==> config.mk <==
export PLATFORM = sky130hd
export DESIGN_NAME = seg_scan_mux
export DESIGN_NICKNAME = d
export VERILOG_FILES = /design/src/rtl/seg_scan_mux_pkg.sv /design/src/rtl/seg_scan_mux_hex_to_seg7.sv /design/src/rtl/seg_scan_mux.sv
export SDC_FILE = /design/constraint.sdc
export NUM_CORES = 1
export LEC_CHECK = 0
export CORE_UTILIZATION = 55
export DETAILED_ROUTE_END_ITERATION = 6
export DONT_BUFFER_PORTS = 1
export PLACE_DENSITY = 0.74
export SLEW_MARGIN = 20
export SYNTH_ARGS = -nofsm -noshare
export SYNTH_HDL_FRONTEND = slang
export SYNTH_SLANG_ARGS = --single-unit
==> constraint.sdc <==
create_clock -name clk -period 2.85 [get_ports clk]
set_input_delay 0.7125 -clock clk [delete_from_list [all_inputs] [get_ports clk]]
set_output_delay 0.7125 -clock clk [all_outputs]
set_load 0.1 [all_outputs]
==> src/rtl/seg_scan_mux_pkg.sv <==
// Shared constants for the scanned 7-segment display path: the hex glyph table,
// blanking codes and digit count.
package seg_scan_mux_pkg;

  localparam int DIGITS = 8;
  localparam logic [7:0] SEG_BLANK = 8'hFF;
  localparam logic [7:0] SEL_NONE  = 8'hFF;

  typedef logic [6:0] seg7_t;

  // Active-low {g,f,e,d,c,b,a} glyphs; nibble 0 sits in the low 7 bits.
  localparam logic [16*7-1:0] HEX_TABLE = {
    7'h0E, 7'h06, 7'h21, 7'h46, 7'h03, 7'h08, 7'h10, 7'h00,
    7'h78, 7'h02, 7'h12, 7'h19, 7'h30, 7'h24, 7'h79, 7'h40
  };

  function automatic seg7_t hex_pattern(input logic [3:0] nibble);
    return HEX_TABLE[7*int'(nibble) +: 7];
  endfunction

endpackage

==> src/rtl/seg_scan_mux_hex_to_seg7.sv <==
// Combinational nibble-to-glyph decoder for one 7-segment digit.
module hex_to_seg7
  import seg_scan_mux_pkg::*;
(
  input  logic [3:0] nibble,
  output logic [6:0] seg
);

  assign seg = hex_pattern(nibble);

endmodule

==> src/rtl/seg_scan_mux.sv <==
// Channel selector with per-frame tear-free latch driving an 8-digit
// common-anode display by time-multiplexed scanning.
module seg_scan_mux
  import seg_scan_mux_pkg::*;
#(
  parameter int NUM_CH       = 4,
  parameter int SEL_W        = 2,
  parameter int SCAN_DIV     = 50000,
  parameter int CYCLE_FRAMES = 1024
) (
  input  logic                   clk,
  input  logic                   rst,
  input  logic                   ena,
  input  logic [NUM_CH*32-1:0]   ch_data,
  input  logic [SEL_W-1:0]       ch_sel,
  input  logic                   auto_mode,
  input  logic                   hold,
  output logic [7:0]             o_seg,
  output logic [7:0]             o_sel,
  output logic [SEL_W-1:0]       ch_idx
);

  localparam int SC_W  = $clog2(SCAN_DIV);
  localparam int FC_W  = (CYCLE_FRAMES > 1) ? $clog2(CYCLE_FRAMES) : 1;
  localparam int DIG_W = $clog2(DIGITS);

  logic [SC_W-1:0]  scan_cnt_reg;
  logic [DIG_W-1:0] digit_reg;
  logic [FC_W-1:0]  frame_cnt_reg, frame_cnt_next;
  logic [SEL_W-1:0] cur_ch_reg, cur_ch_next;
  logic [31:0]      frame_val_reg;
  logic [7:0]       o_seg_reg, o_sel_reg;

  logic        tick, frame_wrap, dp_n;
  logic [31:0] sel_val;
  logic [3:0]  nibble;
  logic [6:0]  seg7;
  logic [31:0] ch_word [NUM_CH];

  genvar gi;
  generate
    for (gi = 0; gi < NUM_CH; gi++) begin : g_ch
      assign ch_word[gi] = ch_data[32*gi +: 32];
    end
  endgenerate

  assign tick       = (scan_cnt_reg == SC_W'(SCAN_DIV - 1));
  assign frame_wrap = tick && (digit_reg == DIG_W'(DIGITS - 1));

  // Next channel; hold overrides both manual reload and auto-advance.
  always_comb begin
    cur_ch_next    = cur_ch_reg;
    frame_cnt_next = frame_cnt_reg;
    if (!auto_mode) begin
      frame_cnt_next = '0;
      if (frame_wrap) cur_ch_next = ch_sel;
    end else if (frame_wrap) begin
      if (frame_cnt_reg == FC_W'(CYCLE_FRAMES - 1)) begin
        frame_cnt_next = '0;
        cur_ch_next    = (cur_ch_reg >= SEL_W'(NUM_CH - 1)) ? '0 : cur_ch_reg + 1'b1;
      end else begin
        frame_cnt_next = frame_cnt_reg + 1'b1;
      end
    end
    if (hold) begin
      cur_ch_next    = cur_ch_reg;
      frame_cnt_next = frame_cnt_reg;
    end
  end

  // Out-of-range selects fall through to zero.
  always_comb begin
    sel_val = '0;
    for (int k = 0; k < NUM_CH; k++) begin
      if (cur_ch_next == SEL_W'(k)) sel_val = ch_word[k];
    end
  end

  assign nibble = frame_val_reg[{digit_reg, 2'b00} +: 4];
  assign dp_n   = (32'(digit_reg) == 32'(cur_ch_reg)) ? 1'b0 : 1'b1;

  hex_to_seg7 u_hex (
    .nibble (nibble),
    .seg    (seg7)
  );

  always_ff @(posedge clk) begin
    if (rst) begin
      scan_cnt_reg  <= '0;
      digit_reg     <= '0;
      frame_cnt_reg <= '0;
      cur_ch_reg    <= '0;
      frame_val_reg <= '0;
      o_seg_reg     <= SEG_BLANK;
      o_sel_reg     <= SEL_NONE;
    end else begin
      scan_cnt_reg  <= tick ? '0 : scan_cnt_reg + 1'b1;
      if (tick) digit_reg <= digit_reg + 1'b1;
      cur_ch_reg    <= cur_ch_next;
      frame_cnt_reg <= frame_cnt_next;
      if (frame_wrap && !hold) frame_val_reg <= sel_val;
      if (!ena) begin
        o_seg_reg <= SEG_BLANK;
        o_sel_reg <= SEL_NONE;
      end else if (tick) begin
        o_sel_reg <= ~(8'b1 << digit_reg);
        o_seg_reg <= {dp_n, seg7};
      end
    end
  end

  assign o_seg  = o_seg_reg;
  assign o_sel  = o_sel_reg;
  assign ch_idx = cur_ch_reg;

endmodule

=== Yosys cells after proc, flatten, opt, wreduce, memory -nomap -nowiden ===
Index checks and enable logic that the tools add are counted.

* Bits in registers: 79
* Latch bits: 0
* Bits in writable memories: 0
* Bits in read-only memories: 0
* Input port bits: 135
* Output and inout port bits: 18
* Memories: 0

* Add/subtract/negate cells: 4
* $mul: 1
* Divide/modulo/power cells: 0
* Magnitude comparators: 1
* Equality and inequality tests: 8
* Shift operators: 3
* Muxes and demuxes: 14
* Bitwise logic cells: 3
* Reductions and logical operators: 7

{| class="wikitable"
|+ Operators by type and width
! operator !! number
|-
| two-way mux 32 bit || 4
|-
| indexed part select 112 x 32 -> 7 bit, first input constant || 1
|-
| indexed part select 32 x 6 -> 4 bit || 1
|-
| two-way mux 10 bit || 3
|-
| adder 16 x 1 -> 16 bit, second input constant || 1
|-
| equality test 16 bit, second input constant || 1
|-
| two-way mux 2 bit || 6
|-
| adder 10 x 1 -> 10 bit, second input constant || 1
|-
| equality test 10 bit, second input constant || 1
|-
| inverter 8 bit || 1
|-
| left shift 1 x 3 -> 8 bit, first input constant || 1
|-
| multiplier 3 x 4 -> 7 bit, first input constant || 1
|-
| equality test 2 bit, second input constant || 2
|-
| OR reduction 2 bit || 2
|-
| adder 3 x 1 -> 3 bit, second input constant || 1
|-
| equality test 3 x 2 -> 1 bit || 1
|-
| equality test 3 bit, second input constant || 1
|-
| adder 2 x 1 -> 2 bit, second input constant || 1
|-
| equality test 2 x 1 -> 1 bit, second input constant || 1
|-
| >= comparator 2 bit, second input constant || 1
|-
| logical AND 1 bit || 2
|-
| logical NOT 2 bit || 1
|-
| inequality test 2 x 1 -> 1 bit, second input constant || 1
|-
| inverter 1 bit || 2
|-
| 3 further kinds || 3
|}

=== Logic depth before layout (Yosys ltp) ===
* Depth in word-level cells: 11
* Depth in mapped cells: 10
* Gate-level depth less buffers: 8

=== Modules after synthesis ===
Synthesis repeated with hierarchy kept, for this count alone.

* Cells, all modules: 499
* Area total of the unflattened synthesis: 4468.0 sq um

{| class="wikitable"
|+ Modules (own cells, without submodules)
! module !! instances !! cells an instance !! area each (sq um) !! sequential area each (sq um)
|-
| seg_scan_mux || 1 || 463 || 4215.3 || 1581.5
|-
| hex_to_seg7 || 1 || 36 || 252.7 || 0.0
|}

=== Worst setup path after synthesis ===
Ideal clock, no wire load.

* Kind: register to register
* Start point: reg cur_ch_reg[0], in the netlist ch_idx[0]
* End point: reg frame_val_reg[22]
* Setup time: 0.138 ns
* Arrival: 2.477 ns
* Required time: 2.712 ns
* Setup slack: 0.236 ns
* Cell stages (with the launch flop): 8
* Path buffers: 2
* Period minus slack after synthesis: 2.614 ns
* Cell sequence: dfxtp_1 ha_1 mux2_2 mux2i_1 buf_6 buf_6 mux2i_1 o221ai_1

* Word-level cells in the longest chain between the ends: 11
* Elaborated cells between the ends (all ways): 16

{| class="wikitable"
|+ RTL lines
! element !! RTL line !! source
|-
| start: declaration || seg_scan_mux.sv:30 || <nowiki>logic [SEL_W-1:0] cur_ch_reg, cur_ch_next;</nowiki>
|-
| start signal: assignment || seg_scan_mux.sv:99 || <nowiki>cur_ch_reg <= cur_ch_next;</nowiki>
|-
| adder 2 x 1 -> 2 bit or >= comparator 2 bit (tied branches) || seg_scan_mux.sv:60 || <nowiki>cur_ch_next = (cur_ch_reg >= SEL_W'(NUM_CH - 1)) ? '0 : cur_ch_reg + 1'b1;</nowiki>
|-
| two-way mux 2 bit || seg_scan_mux.sv:60 ||
|-
| two-way mux 2 bit || seg_scan_mux.sv:58 || <nowiki>if (frame_cnt_reg == FC_W'(CYCLE_FRAMES - 1)) begin</nowiki>
|-
| two-way mux 2 bit || seg_scan_mux.sv:57 || <nowiki>end else if (frame_wrap) begin</nowiki>
|-
| two-way mux 2 bit || seg_scan_mux.sv:54 || <nowiki>if (!auto_mode) begin</nowiki>
|-
| two-way mux 2 bit (*) || seg_scan_mux.sv:65 || <nowiki>if (hold) begin</nowiki>
|-
| logical NOT 2 bit || seg_scan_mux.sv:75 || <nowiki>if (cur_ch_next == SEL_W'(k)) sel_val = ch_word[k];</nowiki>
|-
| two-way mux 32 bit (3 in a row) || seg_scan_mux.sv:75 ||
|-
| two-way mux 32 bit (*) || seg_scan_mux.sv:75 ||
|-
| end signal: assignment || seg_scan_mux.sv:101 || <nowiki>if (frame_wrap && !hold) frame_val_reg <= sel_val;</nowiki>
|-
| end: declaration || seg_scan_mux.sv:31 || <nowiki>logic [31:0] frame_val_reg;</nowiki>
|}

Mark *: on every way between the ends. The rest lies on a longest branch, timed or not.
A chain may end at the register's enable or synchronous reset.

=== Worst setup path in the final report ===
* Start point: reg frame_cnt_reg[0]
* End point: reg frame_val_reg[12]

* Word-level cells in the longest chain between the ends: 10
* Elaborated cells between the ends (all ways): 13

{| class="wikitable"
|+ RTL lines
! element !! RTL line !! source
|-
| start: declaration || seg_scan_mux.sv:29 || <nowiki>logic [FC_W-1:0] frame_cnt_reg, frame_cnt_next;</nowiki>
|-
| start signal: assignment || seg_scan_mux.sv:100 || <nowiki>frame_cnt_reg <= frame_cnt_next;</nowiki>
|-
| equality test 10 bit (*) || seg_scan_mux.sv:58 ||
|-
| two-way mux 2 bit (*) || seg_scan_mux.sv:58 ||
|-
| two-way mux 2 bit (*) || seg_scan_mux.sv:57 ||
|-
| two-way mux 2 bit (*) || seg_scan_mux.sv:54 ||
|-
| two-way mux 2 bit (*) || seg_scan_mux.sv:65 ||
|-
| logical NOT 2 bit || seg_scan_mux.sv:75 ||
|-
| two-way mux 32 bit (3 in a row) || seg_scan_mux.sv:75 ||
|-
| two-way mux 32 bit (*) || seg_scan_mux.sv:75 ||
|}

Marked as above.

==> results.sh <==
export IMPL_cpPeakStageDelay_ns=0.39
export IMPL_ys_warn_count=0
export IMPL_die_width_um=91.9
export IMPL_hp_class="input port to flip-flop"
export IMPL_synth_cell_type_count=50
export IMPL_clockBufferDepth=2
export IMPL_reg2reg_depth=8
export IMPL_via_per_inst=6.11
export IMPL_nNetsFinal=632
export IMPL_hp_start="rst"
export IMPL_area_delta_synth_final_pct=9.71
export IMPL_root_buffer="clkbuf_8"
export IMPL_hold_path_cell_count=1
export IMPL_die_y_um=91.9
export IMPL_crit_type="flip-flop to flip-flop"
export IMPL_slew_headroom=0.348
export IMPL_synth_cell_area_sq_um=4450
export IMPL_num_io_pins=153
export IMPL_clock_latency_ns=0.36
export IMPL_p_per_area_nw_per_um2=426
export IMPL_finalMaxSlewViolations=0
export IMPL_place_gp_congestion=0.837
export IMPL_cp_arrival_ns=2.95
export IMPL_htree_levels=3
export IMPL_grt_max_degree=66
export IMPL_wl_per_cell_um=18.1
export IMPL_synth_area_leader_cell="dfxtp_1"
export IMPL_hpwl_um=7760
export IMPL_cp_data_required_time_ns=3.08
export IMPL_synthArstFlopShare=0
export IMPL_synth_area_leaders="dfxtp_1 (36%), mux2i_1 (16%), o221ai_1 (6.5%)"
export IMPL_n_fill_cell=681
export IMPL_drt_first_iter_violations=146
export IMPL_multi_input_area_sq_um=2640
export IMPL_cts_inserted_buffers=9
export IMPL_synth_top_area_frac=0.356
export IMPL_ys_flop_type="dfxtp_1"
export IMPL_skew_ns=0.00785
export IMPL_start_util=0.572
export IMPL_wl_um=10600
export IMPL_final_core_util=0.628
export IMPL_drive_gt1_frac=0.133
export IMPL_grt_ovfl_total=0
export IMPL_ys_seq_area_frac=0.356
export IMPL_tritoncts="done"
export IMPL_crit_fanout=33
export IMPL_worstPathBufferInverterCount=1
export IMPL_tns_ns=0
export IMPL_antenna_found_initial=0
export IMPL_cpMaxStageDelayCell="dfxtp_1"
export IMPL_r2r_end="frame_val_reg[12]"
export IMPL_r2r_setup_slack_ns=0.14
export IMPL_hold_viol=0
export IMPL_core_area_sq_um=7770
export IMPL_avgSynthCellArea_sq_um=9.40
export IMPL_clkSlewWorstSetupHoldPaths_ns=0.08
export IMPL_worstMarginPinSlew_ns=0.976
export IMPL_portBuffers=0
export IMPL_clock_sinks=79
export IMPL_start_kind="flip-flop"
export IMPL_period_share=0.952
export IMPL_synth_edf_count=0
export IMPL_largest_reg_flops=32
export IMPL_dieArea_sq_um=8450
export IMPL_netlist_instances=473
export IMPL_seqCellArea_sq_um=1580
export IMPL_diodes=0
export IMPL_period_minus_slack_ns=2.71
export IMPL_maxCapViolCount=0
export IMPL_num_rows=32
export IMPL_fmax_mhz=368
export IMPL_num_vias=3597
export IMPL_syn_nets=623
export IMPL_ant_nets=0
export IMPL_grt_total_usage=0.256
export IMPL_setup_viol=0
export IMPL_peakVddDrop_mv=0.233
export IMPL_grt_setup_unrepaired="false"
export IMPL_critPathTopFamily="multiplexers"
export IMPL_p_leak_nw=2.21
export IMPL_cp_cell_sequence="ha_1, nand3_1, o31ai_1, and4b_1, mux2i_4, clkbuf_16, mux2i_1, o221ai_1"
export IMPL_synth_seq_cells=79
export IMPL_drtPass1Iterations=4
export IMPL_hold_end="frame_cnt_reg[1]"
export IMPL_first_global_vias=3536
export IMPL_cp_end_kind="flip-flop"
export IMPL_status="completed"
export IMPL_remaining_drc_errors=0
export IMPL_grt_pass1_wl_um=16900
export IMPL_r2r_start="frame_cnt_reg[0]"
[layout by cell type, fill, tap and decap left out, types with 10 or more instances in the layout]
cell	n
dfxtp_1	79
o221ai_1	33
buf_4	26
nand2_1	64
mux2i_1	71
xnor2_1	12
o21ai_0	16
nand3_1	12
nor2_1	35
ha_1	15
inv_1	10
clkbuf_8	12
[worst max path at each step]
stage	start	to	depth (start not counted)
floorplan	ch_idx[0]	frame_val_reg[22]	7
global placement	frame_cnt_reg[0]	frame_val_reg[12]	8
detailed placement	frame_cnt_reg[0]	frame_val_reg[12]	8
CTS	frame_cnt_reg[0]	frame_val_reg[12]	8
global route	frame_cnt_reg[0]	frame_val_reg[26]	8
finish	frame_cnt_reg[0]	frame_val_reg[12]	8
[routing by layer]
| layer | vias up | track usage | part of all wire |
|---|---|---|---|
| li1 | 1741 | - | - |
| met5 | - | 0 | 0 |
| met2 | 139 | 0.457 | 0.51 |
| met1 | 1694 | 0.294 | 0.41 |
| met4 | 0 | 0.100 | 0.024 |
| met3 | 23 | 0.0622 | 0.059 |
[what timing repair did]
item / 4_1_cts / 5_1_grt
setup buffers: 0 / 0
resized for setup: 0 / 1
hold buffers: 0 / 0
setup endpoints to repair: 0 / 2
[cells in the mapped netlist (all sizes together), types with 9 or more instances]
cell type,count
dfxtp,79
mux2i,72
nand2,64
nor2,36
o221ai,33
o21ai,20
clkbuf,18
ha,15
buf,14
nand3,12
xnor2,12
inv,11
mux4,9
xor2,9
[power by group]
part / leakage, nW / switching (mW) / internal (mW)
registers: 0.638 / 0.00473 / 1.11
clock network: 0.109 / 0.417 / 0.478
logic: 1.46 / 0.0394 / 0.0327
total: 2.21 / 0.461 / 1.62
[logic make-up (layout without fill, tap and decap cells)]
kind of cell,Yosys count,count (layout),synth area share
buffers and inverters,43,57,0.0540
xor gates and xnor gates,21,21,0.0414
adders and majority gates,15,15,0.0422
muxes,83,83,0.213
AOI/OAI and AO/OA,75,75,0.122
DFF,79,79,0.356
and+or+nand+nor,157,157,0.172
[through the flow]
step                      hold WS [ns]  worst slack (ns)  power, mW  instance area, sq um  std cells
after floorplan                  0.426             0.236       1.20                  4450        473
after global placement           0.439             0.281       1.21                  4640        572
after detailed placement         0.450             0.183       1.21                  4640        572
after CTS                        0.400             0.145       2.10                  4860        588
after global routing             0.388            0.0281       2.16                  4880        589
final                            0.414             0.136       2.08                  4880        589
[layout make-up]
class / count / share of cell area
well taps: 102 / 0.0262
clock inverters: 4 / 0.0105
flip-flops and latches: 79 / 0.324
multi-input cells: 351 / 0.541
clock buffers: 12 / 0.0339
inverters: 11 / 0.00847
repair buffers: 30 / 0.0557
Note: power is estimated with default switching activity, not from simulation.
